[config.mk]
export PLATFORM = sky130hd
export DESIGN_NAME = bird_plotter_flat
export DESIGN_NICKNAME = d
export VERILOG_FILES = /design/src/rtl/bird_plotter_if.sv /design/src/rtl/bird_plotter.sv /design/src/flat_wrapper.sv
export SDC_FILE = /design/constraint.sdc
export NUM_CORES = 1
export LEC_CHECK = 0
export BUFFER_PORTS_ARGS = -buffer_cell sky130_fd_sc_hd__buf_2
export CORE_MARGIN = 1.5
export CORE_UTILIZATION = 40
export DETAILED_ROUTE_END_ITERATION = 8
export SYNTH_ARGS = -nofsm -noshare
export SYNTH_HDL_FRONTEND = slang
export SYNTH_SLANG_ARGS = --single-unit
export TNS_END_PERCENT = 30
[constraint.sdc]
create_clock -name clock -period 9.9 [get_ports clock]
set_clock_uncertainty 0.2 [all_clocks]
set_input_delay 1.98 -clock clock [delete_from_list [all_inputs] [get_ports clock]]
set_output_delay 1.98 -clock clock [all_outputs]
set_load 0.005 [all_outputs]
[src/rtl/bird_plotter_if.sv]
// Request and pixel-stream bundle between the sprite sequencer and bird_plotter.
// The master side issues move requests; the slave side (bird_plotter) answers
// with the vga_adapter pixel stream and its status.
interface bird_plotter_if;
  logic       req_valid;
  logic       req_ready;
  logic       erase_en;
  logic [7:0] old_x;
  logic [6:0] old_y;
  logic [7:0] new_x;
  logic [6:0] new_y;
  logic [2:0] draw_colour;
  logic [7:0] vga_x;
  logic [6:0] vga_y;
  logic [2:0] vga_colour;
  logic       vga_plot;
  logic       busy;
  logic       done;

  modport master (
    output req_valid, erase_en, old_x, old_y, new_x, new_y, draw_colour,
    input  req_ready, vga_x, vga_y, vga_colour, vga_plot, busy, done
  );

  modport slave (
    input  req_valid, erase_en, old_x, old_y, new_x, new_y, draw_colour,
    output req_ready, vga_x, vga_y, vga_colour, vga_plot, busy, done
  );
endinterface

[src/rtl/bird_plotter.sv]
// bird_plotter: erases a 13-pixel bird at its old anchor with the background
// colour, then draws it at the new anchor, one pixel per clock, and pulses done.
// Off-screen pixels are suppressed but still take their cycle, so the latency
// of a move is fixed regardless of position.
module bird_plotter #(
  parameter int unsigned SCREEN_W  = 160,
  parameter int unsigned SCREEN_H  = 120,
  parameter logic [2:0]  BG_COLOUR = 3'b000
) (
  input  logic          clock,
  input  logic          reset,
  bird_plotter_if.slave bus
);

  localparam logic [3:0] LAST_IDX = 4'd12;

  typedef enum logic [1:0] {
    S_IDLE  = 2'd0,
    S_ERASE = 2'd1,
    S_DRAW  = 2'd2,
    S_DONE  = 2'd3
  } state_t;

  // Sequencer state and latched request
  state_t     state_q, state_d;
  logic [3:0] idx_q, idx_d;
  logic [7:0] old_x_q, old_x_d;
  logic [6:0] old_y_q, old_y_d;
  logic [7:0] new_x_q, new_x_d;
  logic [6:0] new_y_q, new_y_d;
  logic [2:0] colour_q, colour_d;

  // Registered outputs
  logic [7:0] vga_x_q, vga_x_d;
  logic [6:0] vga_y_q, vga_y_d;
  logic [2:0] vga_colour_q, vga_colour_d;
  logic       vga_plot_q, vga_plot_d;
  logic       busy_q, busy_d;
  logic       done_q, done_d;
  logic       req_ready_q, req_ready_d;

  // Pixel datapath for the upcoming cycle
  logic              pass_active;
  logic              pass_erase;
  logic [7:0]        anchor_x;
  logic [6:0]        anchor_y;
  logic signed [3:0] dx;
  logic signed [3:0] dy;
  logic [8:0]        px;
  logic [7:0]        py;
  logic              in_view;

  // Horizontal offset of each sprite pixel from its anchor (beak at dx=0).
  function automatic logic signed [3:0] shape_dx(input logic [3:0] idx);
    case (idx)
      4'd0, 4'd1:  shape_dx = 4'sd0;
      4'd2:        shape_dx = -4'sd1;
      4'd3:        shape_dx = -4'sd2;
      4'd4:        shape_dx = -4'sd3;
      4'd5:        shape_dx = -4'sd4;
      4'd6:        shape_dx = -4'sd5;
      4'd7, 4'd8:  shape_dx = -4'sd3;
      4'd9, 4'd10: shape_dx = -4'sd4;
      4'd11, 4'd12: shape_dx = -4'sd5;
      default:     shape_dx = 4'sd0;
    endcase
  endfunction

  // Vertical offset of each sprite pixel: body row, then wing pairs above/below.
  function automatic logic signed [3:0] shape_dy(input logic [3:0] idx);
    case (idx)
      4'd1, 4'd7: shape_dy = 4'sd1;
      4'd8:       shape_dy = -4'sd1;
      4'd9:       shape_dy = 4'sd2;
      4'd10:      shape_dy = -4'sd2;
      4'd11:      shape_dy = 4'sd3;
      4'd12:      shape_dy = -4'sd3;
      default:    shape_dy = 4'sd0;
    endcase
  endfunction

  // Next-state logic: accept in IDLE, walk idx through each pass, then DONE.
  always_comb begin
    state_d  = state_q;
    idx_d    = idx_q;
    old_x_d  = old_x_q;
    old_y_d  = old_y_q;
    new_x_d  = new_x_q;
    new_y_d  = new_y_q;
    colour_d = colour_q;
    case (state_q)
      S_IDLE: begin
        if (bus.req_valid && req_ready_q) begin
          old_x_d  = bus.old_x;
          old_y_d  = bus.old_y;
          new_x_d  = bus.new_x;
          new_y_d  = bus.new_y;
          colour_d = bus.draw_colour;
          idx_d    = 4'd0;
          state_d  = bus.erase_en ? S_ERASE : S_DRAW;
        end
      end
      S_ERASE: begin
        if (idx_q == LAST_IDX) begin
          idx_d   = 4'd0;
          state_d = S_DRAW;
        end else begin
          idx_d = idx_q + 4'd1;
        end
      end
      S_DRAW: begin
        if (idx_q == LAST_IDX) begin
          idx_d   = 4'd0;
          state_d = S_DONE;
        end else begin
          idx_d = idx_q + 4'd1;
        end
      end
      S_DONE: begin
        state_d = S_IDLE;
      end
      default: begin
        state_d = S_IDLE;
        idx_d   = 4'd0;
      end
    endcase
  end

  // Output decode from the next state so that every output is a flop and the
  // pixel for a given state/idx appears in the same cycle as that state.
  always_comb begin
    pass_erase  = (state_d == S_ERASE);
    pass_active = (state_d == S_ERASE) || (state_d == S_DRAW);
    anchor_x    = pass_erase ? old_x_d : new_x_d;
    anchor_y    = pass_erase ? old_y_d : new_y_d;
    dx          = shape_dx(idx_d);
    dy          = shape_dy(idx_d);
    // Anchor is non-negative and offsets are small, so the top bit of each
    // sum acts as the sign; a set sign bit or an oversize value is off-screen.
    px          = {1'b0, anchor_x} + {{5{dx[3]}}, dx};
    py          = {1'b0, anchor_y} + {{4{dy[3]}}, dy};
    in_view     = !px[8] && ({1'b0, px[7:0]} < 9'(SCREEN_W)) &&
                  !py[7] && ({1'b0, py[6:0]} < 8'(SCREEN_H));

    vga_plot_d   = pass_active && in_view;
    vga_x_d      = vga_plot_d ? px[7:0] : 8'd0;
    vga_y_d      = vga_plot_d ? py[6:0] : 7'd0;
    vga_colour_d = !pass_active ? 3'b000 : (pass_erase ? BG_COLOUR : colour_d);
    busy_d       = (state_d != S_IDLE);
    done_d       = (state_d == S_DONE);
    req_ready_d  = (state_d == S_IDLE);
  end

  // State, request latch and output registers; reset returns to an idle, ready block.
  always_ff @(posedge clock) begin
    if (reset) begin
      state_q      <= S_IDLE;
      idx_q        <= 4'd0;
      old_x_q      <= 8'd0;
      old_y_q      <= 7'd0;
      new_x_q      <= 8'd0;
      new_y_q      <= 7'd0;
      colour_q     <= 3'b000;
      vga_x_q      <= 8'd0;
      vga_y_q      <= 7'd0;
      vga_colour_q <= 3'b000;
      vga_plot_q   <= 1'b0;
      busy_q       <= 1'b0;
      done_q       <= 1'b0;
      req_ready_q  <= 1'b1;
    end else begin
      state_q      <= state_d;
      idx_q        <= idx_d;
      old_x_q      <= old_x_d;
      old_y_q      <= old_y_d;
      new_x_q      <= new_x_d;
      new_y_q      <= new_y_d;
      colour_q     <= colour_d;
      vga_x_q      <= vga_x_d;
      vga_y_q      <= vga_y_d;
      vga_colour_q <= vga_colour_d;
      vga_plot_q   <= vga_plot_d;
      busy_q       <= busy_d;
      done_q       <= done_d;
      req_ready_q  <= req_ready_d;
    end
  end

  assign bus.vga_x      = vga_x_q;
  assign bus.vga_y      = vga_y_q;
  assign bus.vga_colour = vga_colour_q;
  assign bus.vga_plot   = vga_plot_q;
  assign bus.busy       = busy_q;
  assign bus.done       = done_q;
  assign bus.req_ready  = req_ready_q;

endmodule

[src/flat_wrapper.sv]
// flat-port wrapper written by rule: the top's interface ports become plain ports
module bird_plotter_flat 
#(
  parameter int unsigned SCREEN_W  = 160,
  parameter int unsigned SCREEN_H  = 120,
  parameter logic [2:0]  BG_COLOUR = 3'b000
)
  (clock, reset, bus_req_valid, bus_erase_en, bus_old_x, bus_old_y, bus_new_x, bus_new_y, bus_draw_colour, bus_req_ready, bus_vga_x, bus_vga_y, bus_vga_colour, bus_vga_plot, bus_busy, bus_done);
  bird_plotter_if bus_i ();
  input  logic clock;
  input  logic reset;
  input wire logic [$bits(bus_i.req_valid)-1:0] bus_req_valid;
  input wire logic [$bits(bus_i.erase_en)-1:0] bus_erase_en;
  input wire logic [$bits(bus_i.old_x)-1:0] bus_old_x;
  input wire logic [$bits(bus_i.old_y)-1:0] bus_old_y;
  input wire logic [$bits(bus_i.new_x)-1:0] bus_new_x;
  input wire logic [$bits(bus_i.new_y)-1:0] bus_new_y;
  input wire logic [$bits(bus_i.draw_colour)-1:0] bus_draw_colour;
  output wire logic [$bits(bus_i.req_ready)-1:0] bus_req_ready;
  output wire logic [$bits(bus_i.vga_x)-1:0] bus_vga_x;
  output wire logic [$bits(bus_i.vga_y)-1:0] bus_vga_y;
  output wire logic [$bits(bus_i.vga_colour)-1:0] bus_vga_colour;
  output wire logic [$bits(bus_i.vga_plot)-1:0] bus_vga_plot;
  output wire logic [$bits(bus_i.busy)-1:0] bus_busy;
  output wire logic [$bits(bus_i.done)-1:0] bus_done;
  assign bus_i.req_valid = bus_req_valid;
  assign bus_i.erase_en = bus_erase_en;
  assign bus_i.old_x = bus_old_x;
  assign bus_i.old_y = bus_old_y;
  assign bus_i.new_x = bus_new_x;
  assign bus_i.new_y = bus_new_y;
  assign bus_i.draw_colour = bus_draw_colour;
  assign bus_req_ready = bus_i.req_ready;
  assign bus_vga_x = bus_i.vga_x;
  assign bus_vga_y = bus_i.vga_y;
  assign bus_vga_colour = bus_i.vga_colour;
  assign bus_vga_plot = bus_i.vga_plot;
  assign bus_busy = bus_i.busy;
  assign bus_done = bus_i.done;
  bird_plotter #(.SCREEN_W(SCREEN_W), .SCREEN_H(SCREEN_H), .BG_COLOUR(BG_COLOUR)) u_core (.clock(clock), .reset(reset), .bus(bus_i));
endmodule
==> impl_metrics.csv, run 1 <==
group,metric,value,unit
status,status,"finished, final reports clean",
sta,hold_viol_final,0,
finish,seq_area,1220,sq um
placed_design,dpl.hpwl,5640,um
yosys,yosys_warnings,0,
finish,diodes,0,
grt,grt_pass1_vias,2645,
die,die_y,95.7,um
die,start_util,0.417,
die,die_x,95.7,um
detailed_routing,dr.pass1.iters,4,
sta,rsz0062_at_grt,"false",
yosys,synth_area,3440,sq um
placed_design,gp_routability_congestion,0.857,
pwr,net-switching-power,0.569,mW
pwr,netSwitchingFraction,0.447,
sta,finalCriticalPeriod,6.21,ns
pwr,combPwrFrac,0.573,
pwr,seq_power_share,0.261,
yosys,yosysTopAreaCellShare,0.355,
pwr,p_leak,1.89,nW
detailed_routing,routedWlPerCell,13.5,um
sta,final_min_period_over_clock_period,0.627,
grt,grt_max_degree,43,
sta,slew_headroom,0.350,
yosys,synthFlopType,"dfxtp_1",
placed_design,io_buffers,58,
pwr,vdd_ir_drop_max,0.126,mV
finish,syn_to_final_growth,15.4,%
sta,final_max_slew_viol_count,0,
clock_tree,worst_skew_pair.late_latency,0.35,ns
sta,finalSetupTns,0,ns
setup_path,path_class,"in -> reg",
pwr,internal_power,0.703,mW
yosys,ys_seq_elements,61,
grt,grt_overflow_total,0,
yosys,syn_nets,453,
finish,nFillCells,793,
job,cap_violations,0,
die,ios,59,
finish,stdcell_area,3970,sq um
clock_tree,numCtsBuffers,9,
sta,max_freq,161,MHz
clock_tree,cts-root-buf,"clkbuf_8",
detailed_routing,drt-total-wl,7420,um
placed_design,place_area,3780,sq um
detailed_routing,route.vias.total,2794,
clock_tree,clockBufferDepth,2,
clock_tree,cts_tree,"built",
die,core,8260,sq um
clock_tree,path_clk_slew,0.08,ns
clock_tree,h-tree-depth,3,
clock_tree,post-cts-setup-buffers,0,
yosys,synth_area_leaders,"dfxtp_1 36%, mux2i_1 14%, ha_1 11%",
setup_path,startpoint_type,"input pin",
detailed_routing,drc,0,
detailed_routing,viasPerCell,5.10,
detailed_routing,drtAntennaViolNets,0,
die,dieArea,9160,sq um
min_path,min_path_type,"reg -> reg",
setup_path,path_max_fanout,16,
setup_path,arrival,6.27,ns
grt,antenna_found_initial,0,
grt,grt_pass1_wl,12300,um
pwr,power_density,320,nW/um^2
clock_tree,cts_resized,0,
pwr,finalPower,1.27,mW
yosys,yosysSeqAreaShare,0.355,
yosys,avgSynthCellArea,8.93,sq um
yosys,synth.largest_area_cell,"dfxtp_1",
pwr,p_clk_frac,0.166,
sta,setup_viol,0,
setup_path,end_kind,"flip-flop",
finish,multi_input_area,2070,sq um
yosys,netlist_instances,385,
setup_path,crit_required,9.96,ns
finish,drive_gt1_frac,0.194,
yosys,synthArstFlopShare,0,
finish,layout.nets,506,
yosys,synth_edf_count,0,
clock_tree,cts_hold_buffers,0,
sta,tightest_slew,0.976,ns
yosys,ys_types,54,
detailed_routing,drtIter0Drc,135,
die,row_count,33,
clock_tree,cts.sinks,61,
grt,grt.total_usage,0.177,
## per-layer routing
| metal | track usage | up-vias | wire (um) |
|---|---|---|---|
| li1 | - | 1434 | - |
| met1 | 0.223 | 1273 | 3440 |
| met2 | 0.281 | 69 | 3460 |
| met3 | 0.0450 | 18 | 318 |
| met4 | 0.0858 | 0 | 203 |
| met5 | 0 | - | 0 |
## power groups by stage
stage               Combinational [mW]  Sequential, mW  Clock [mW]
CTS                              0.734           0.333       0.217
global placement                 0.718           0.337           0
global route                     0.817           0.340       0.230
floorplan                        0.566           0.339           0
finish                           0.729           0.332       0.211
detailed placement               0.729           0.339           0
## layout make-up
type,instances,share of cell area
Clock buffer,9,0.0312
Clock inverter,7,0.0164
Inverter,19,0.0180
Multi-Input combinational cell,289,0.520
Sequential cell,61,0.308
Tap cell,105,0.0331
Timing Repair Buffer,58,0.0731
## cells by family after synthesis
group,share of synthesized area
flops,0.355
compound gates,0.128
xor+xnor,0.0204
fa+ha+maj,0.120
simple gates,0.185
mux,0.147
buf+inv,0.0447
## stage by stage
stage               setup slack (ns)  utilization  cells  hold WS, ns
floorplan                       4.02            -    385        0.229
global placement                3.52        0.458    532        0.252
detailed placement              3.36        0.458    532        0.249
CTS                             3.69        0.481    548        0.261
global route                    3.24        0.481    548        0.286
finish                          3.69        0.481    548        0.255
## critical path, stage by stage
cell and delay [ns]:
buf_2 0.12, nand3_1 0.16, o211ai_1 0.14, o211ai_1 0.17, inv_1 0.12, ha_1 0.75
mux2i_1 0.28, ha_1 0.20, inv_1 0.06, fa_1 0.37, nand2b_1 0.19, a21oi_1 0.23
nor4_1 0.08, a221o_1 0.28, a41o_1 0.24, nor3_2 0.62, nor3b_1 0.27
## placed cells by master, fill, tap and decap left out, types with 8 or more instances in the layout
cell / Yosys / final
nor2_1: 74 / 74
dfxtp_1: 61 / 61
buf_2: 0 / 58
mux2i_1: 47 / 47
nand2_1: 30 / 30
ha_1: 29 / 29
inv_1: 19 / 19
a21oi_1: 15 / 15
clkbuf_8: 0 / 9
o21ai_0: 8 / 8
## cell usage after synthesis (3+ instances only)
cell type,n
a21o_1,6
a21oi_1,15
a22o_1,4
clkbuf_1,10
dfxtp_1,61
ha_1,29
inv_1,19
mux2i_1,47
nand2_1,30
nand2b_1,7
nand3_1,7
nor2_1,74
nor2b_1,4
nor3_1,3
nor3b_1,3
o211ai_1,4
o21ai_0,8
or2_2,3
xnor2_1,4
xor2_1,4
## flip-flops by register name, indices dropped and copies added (netlist names)
signal                 flops
u_core.new_y_q             7
u_core.old_y_q             7
u_core.bus.busy            1
u_core.new_x_q             8
u_core.old_x_q             8
u_core.bus.vga_colour      3
u_core.bus.req_ready       1
u_core.bus.done            1
u_core.state_q             2
u_core.colour_q            3
u_core.idx_q               4
u_core.bus.vga_x           8
u_core.bus.vga_y           7
u_core.bus.vga_plot        1
## final timing paths
| path | from | to | slack (ns) | cells past startpoint |
|---|---|---|---|---|
| max | bus_req_valid | u_core.bus.vga_x[5] | 3.69 | 17 |
| max reg2reg | u_core.state_q[1] | u_core.bus.vga_x[5] | 4.56 | 19 |
| min | u_core.new_x_q[4] | u_core.new_x_q[4] | 0.26 | 2 |
| min reg2reg | u_core.new_x_q[4] | u_core.new_x_q[4] | 0.26 | 2 |
Power figures use the tool's default switching activity.
==> run 2: changes to the inputs <==
Clock period 9.9 ns to 5.8 ns, I/O delays scaled along.
==> run 2 against run 1 <==
Effect of this change: clock power grew 66%; sequential power grew 71%; largest power group unchanged; global-route usage grew 0.36 points; sequential cell count is the same.
==> impl_metrics.csv, run 2 (synthesis gave the netlist of run 1 again) <==
group,metric,value,unit
clock_tree,cts_resized,0,
sta,rsz0062_at_grt,"false",
sta,final_min_period_over_clock_period,0.897,
setup_path,end_kind,"flip-flop",
setup_path,crit_end,"u_core.bus.vga_x[7]",
die,die_x,95.7,um
pwr,power_density,543,nW/um^2
placed_design,gp_routability_congestion,0.836,
detailed_routing,drc,0,
placed_design,pre_cts_slack,0.319,ns
clock_tree,cts_hold_buffers,0,
grt,grt_pass1_wl,12500,um
setup_path,arrival,5.30,ns
placed_design,io_buffers,58,
setup_path,path_cells,"inv_1 > ha_1 > inv_1 > nor3b_1 > o21ai_0 > ha_1 > nor2_1 > a21oi_1 > nor2_1 > a211oi_1 > ha_1 > inv_1 > fa_1 > nand2b_1 > a21oi_1 > nor4_1 > a221o_1 > a41o_1 > nor3_2 > and4_1",
sta,final_max_slew_viol_count,0,
detailed_routing,route.vias.total,2800,
setup_path,startpoint_type,"flip-flop",
sta,tightest_slew,0.781,ns
clock_tree,clockBufferDepth,2,
die,dieArea,9160,sq um
sta,setup_viol,0,
die,start_util,0.417,
setup_path,crit_family,"compound AO/OA/AOI/OAI gates",
clock_tree,numCtsBuffers,9,
pwr,vdd_ir_drop_max,0.191,mV
detailed_routing,viasPerCell,5.07,
setup_path,crit_path_start,"u_core.state_q[1]",
detailed_routing,drtIter0Drc,106,
setup_path,worst-path-stages,20,
clock_tree,cts.sinks,61,
clock_tree,worst_skew_pair.late_latency,0.36,ns
grt,grt_max_degree,43,
die,core,8260,sq um
sta,slew_headroom,0.477,
setup_path,slowest_stage,"nor3_2",
detailed_routing,drtAntennaViolNets,0,
status,status,"finished, final reports clean",
placed_design,dpl.hpwl,5750,um
finish,final_common_cell,"nor2_1",
job,cap_violations,0,
clock_tree,cts_tree,"built",
clock_tree,post-cts-setup-buffers,0,
setup_path,path_class,"reg -> reg",
finish,diodes,0,
setup_path,critical-path-max-stage-delay,0.64,ns
pwr,p_leak,1.91,nW
die,row_count,33,
clock_tree,path_clk_slew,0.08,ns
detailed_routing,routedWlPerCell,13.6,um
clock_tree,cts-root-buf,"clkbuf_8",
finish,nFillCells,812,
finish,syn_to_final_growth,16.0,%
sta,finalCriticalPeriod,5.20,ns
sta,hold_viol_final,0,
die,die_y,95.7,um
grt,grt.total_usage,0.181,
finish,most-common-layout-cells,"74 x nor2_1, 61 x dfxtp_1, 58 x buf_2, 47 x mux2i_1, 30 x nand2_1",
setup_path,crit_required,5.90,ns
grt,grt_overflow_total,0,
sta,fin_ws,0.595,ns
setup_path,rr_worst_depth,20,
setup_path,reg2reg_slack,0.60,ns
sta,finalSetupTns,0,ns
min_path,min_path_type,"reg -> reg",
die,ios,59,
setup_path,r2r_end,"u_core.bus.vga_x[7]",
clock_tree,h-tree-depth,3,
finish,layout.nets,510,
setup_path,path_max_fanout,15,
grt,grt_pass1_vias,2728,
detailed_routing,drt-total-wl,7490,um
setup_path,crit_buf_inv,3,
grt,antenna_found_initial,0,
finish,drive_gt1_frac,0.201,
detailed_routing,dr.pass1.iters,4,
sta,max_freq,192,MHz
setup_path,r2r_start,"u_core.state_q[1]",
==> run 2: power breakdown <==
part           internal (mW)  switching (mW)  total, mW
registers              0.530          0.0383      0.568
clock network          0.160           0.192      0.351
logic                  0.512           0.737       1.25
==> run 2: metal layers <==
metal,wire (um),share of wire,track usage,vias up
met1,3450,0.46,0.220,1288
met3,353,0.047,0.0506,17
li1,-,-,-,1441
met2,3410,0.45,0.283,54
met4,284,0.038,0.105,0
met5,0,0,0,-
==> run 2: stage by stage <==
| step | util | power [mW] | cell area (sq um) | hold slack (ns) | cells |
|---|---|---|---|---|---|
| 2_1_floorplan | - | 1.54 | 3440 | 0.229 | 385 |
| 3_3_place_gp | 0.461 | 1.81 | 3810 | 0.237 | 536 |
| 3_5_place_dp | 0.461 | 1.83 | 3810 | 0.253 | 536 |
| 4_1_cts | 0.483 | 2.19 | 3990 | 0.265 | 552 |
| 5_1_grt | 0.483 | 2.36 | 3990 | 0.276 | 552 |
| 6_report | 0.483 | 2.17 | 3990 | 0.261 | 552 |
==> run 2: layout make-up <==
cell class,count,area (sq um),area share
well taps,105,131,0.0329
repair buffers,62,320,0.0803
multi-input cells,289,2070,0.518
clock buffers,9,124,0.0310
inverters,19,71.3,0.0179
clock inverters,7,56.3,0.0141
flip-flops and latches,61,1220,0.306
==> run 2: how the worst min path moves through the flow <==
stage	startpoint	to	slack (ns)	depth (start not counted)
after floorplan	u_core.old_x_q[4]	u_core.old_x_q[4]	0.23	2
after global placement	u_core.new_x_q[4]	u_core.new_x_q[4]	0.24	2
after detailed placement	u_core.old_x_q[4]	u_core.old_x_q[4]	0.25	2
after CTS	u_core.old_x_q[4]	u_core.old_x_q[4]	0.26	2
after global routing	u_core.old_x_q[4]	u_core.old_x_q[4]	0.28	2
final	u_core.old_x_q[4]	u_core.old_x_q[4]	0.26	2
==> run 2: worst min-delay path, cell delays in order, from the launching register on <==
cell	delay [ns]
dfxtp_1	0.32
nand2_1	0.05
a21oi_1	0.05
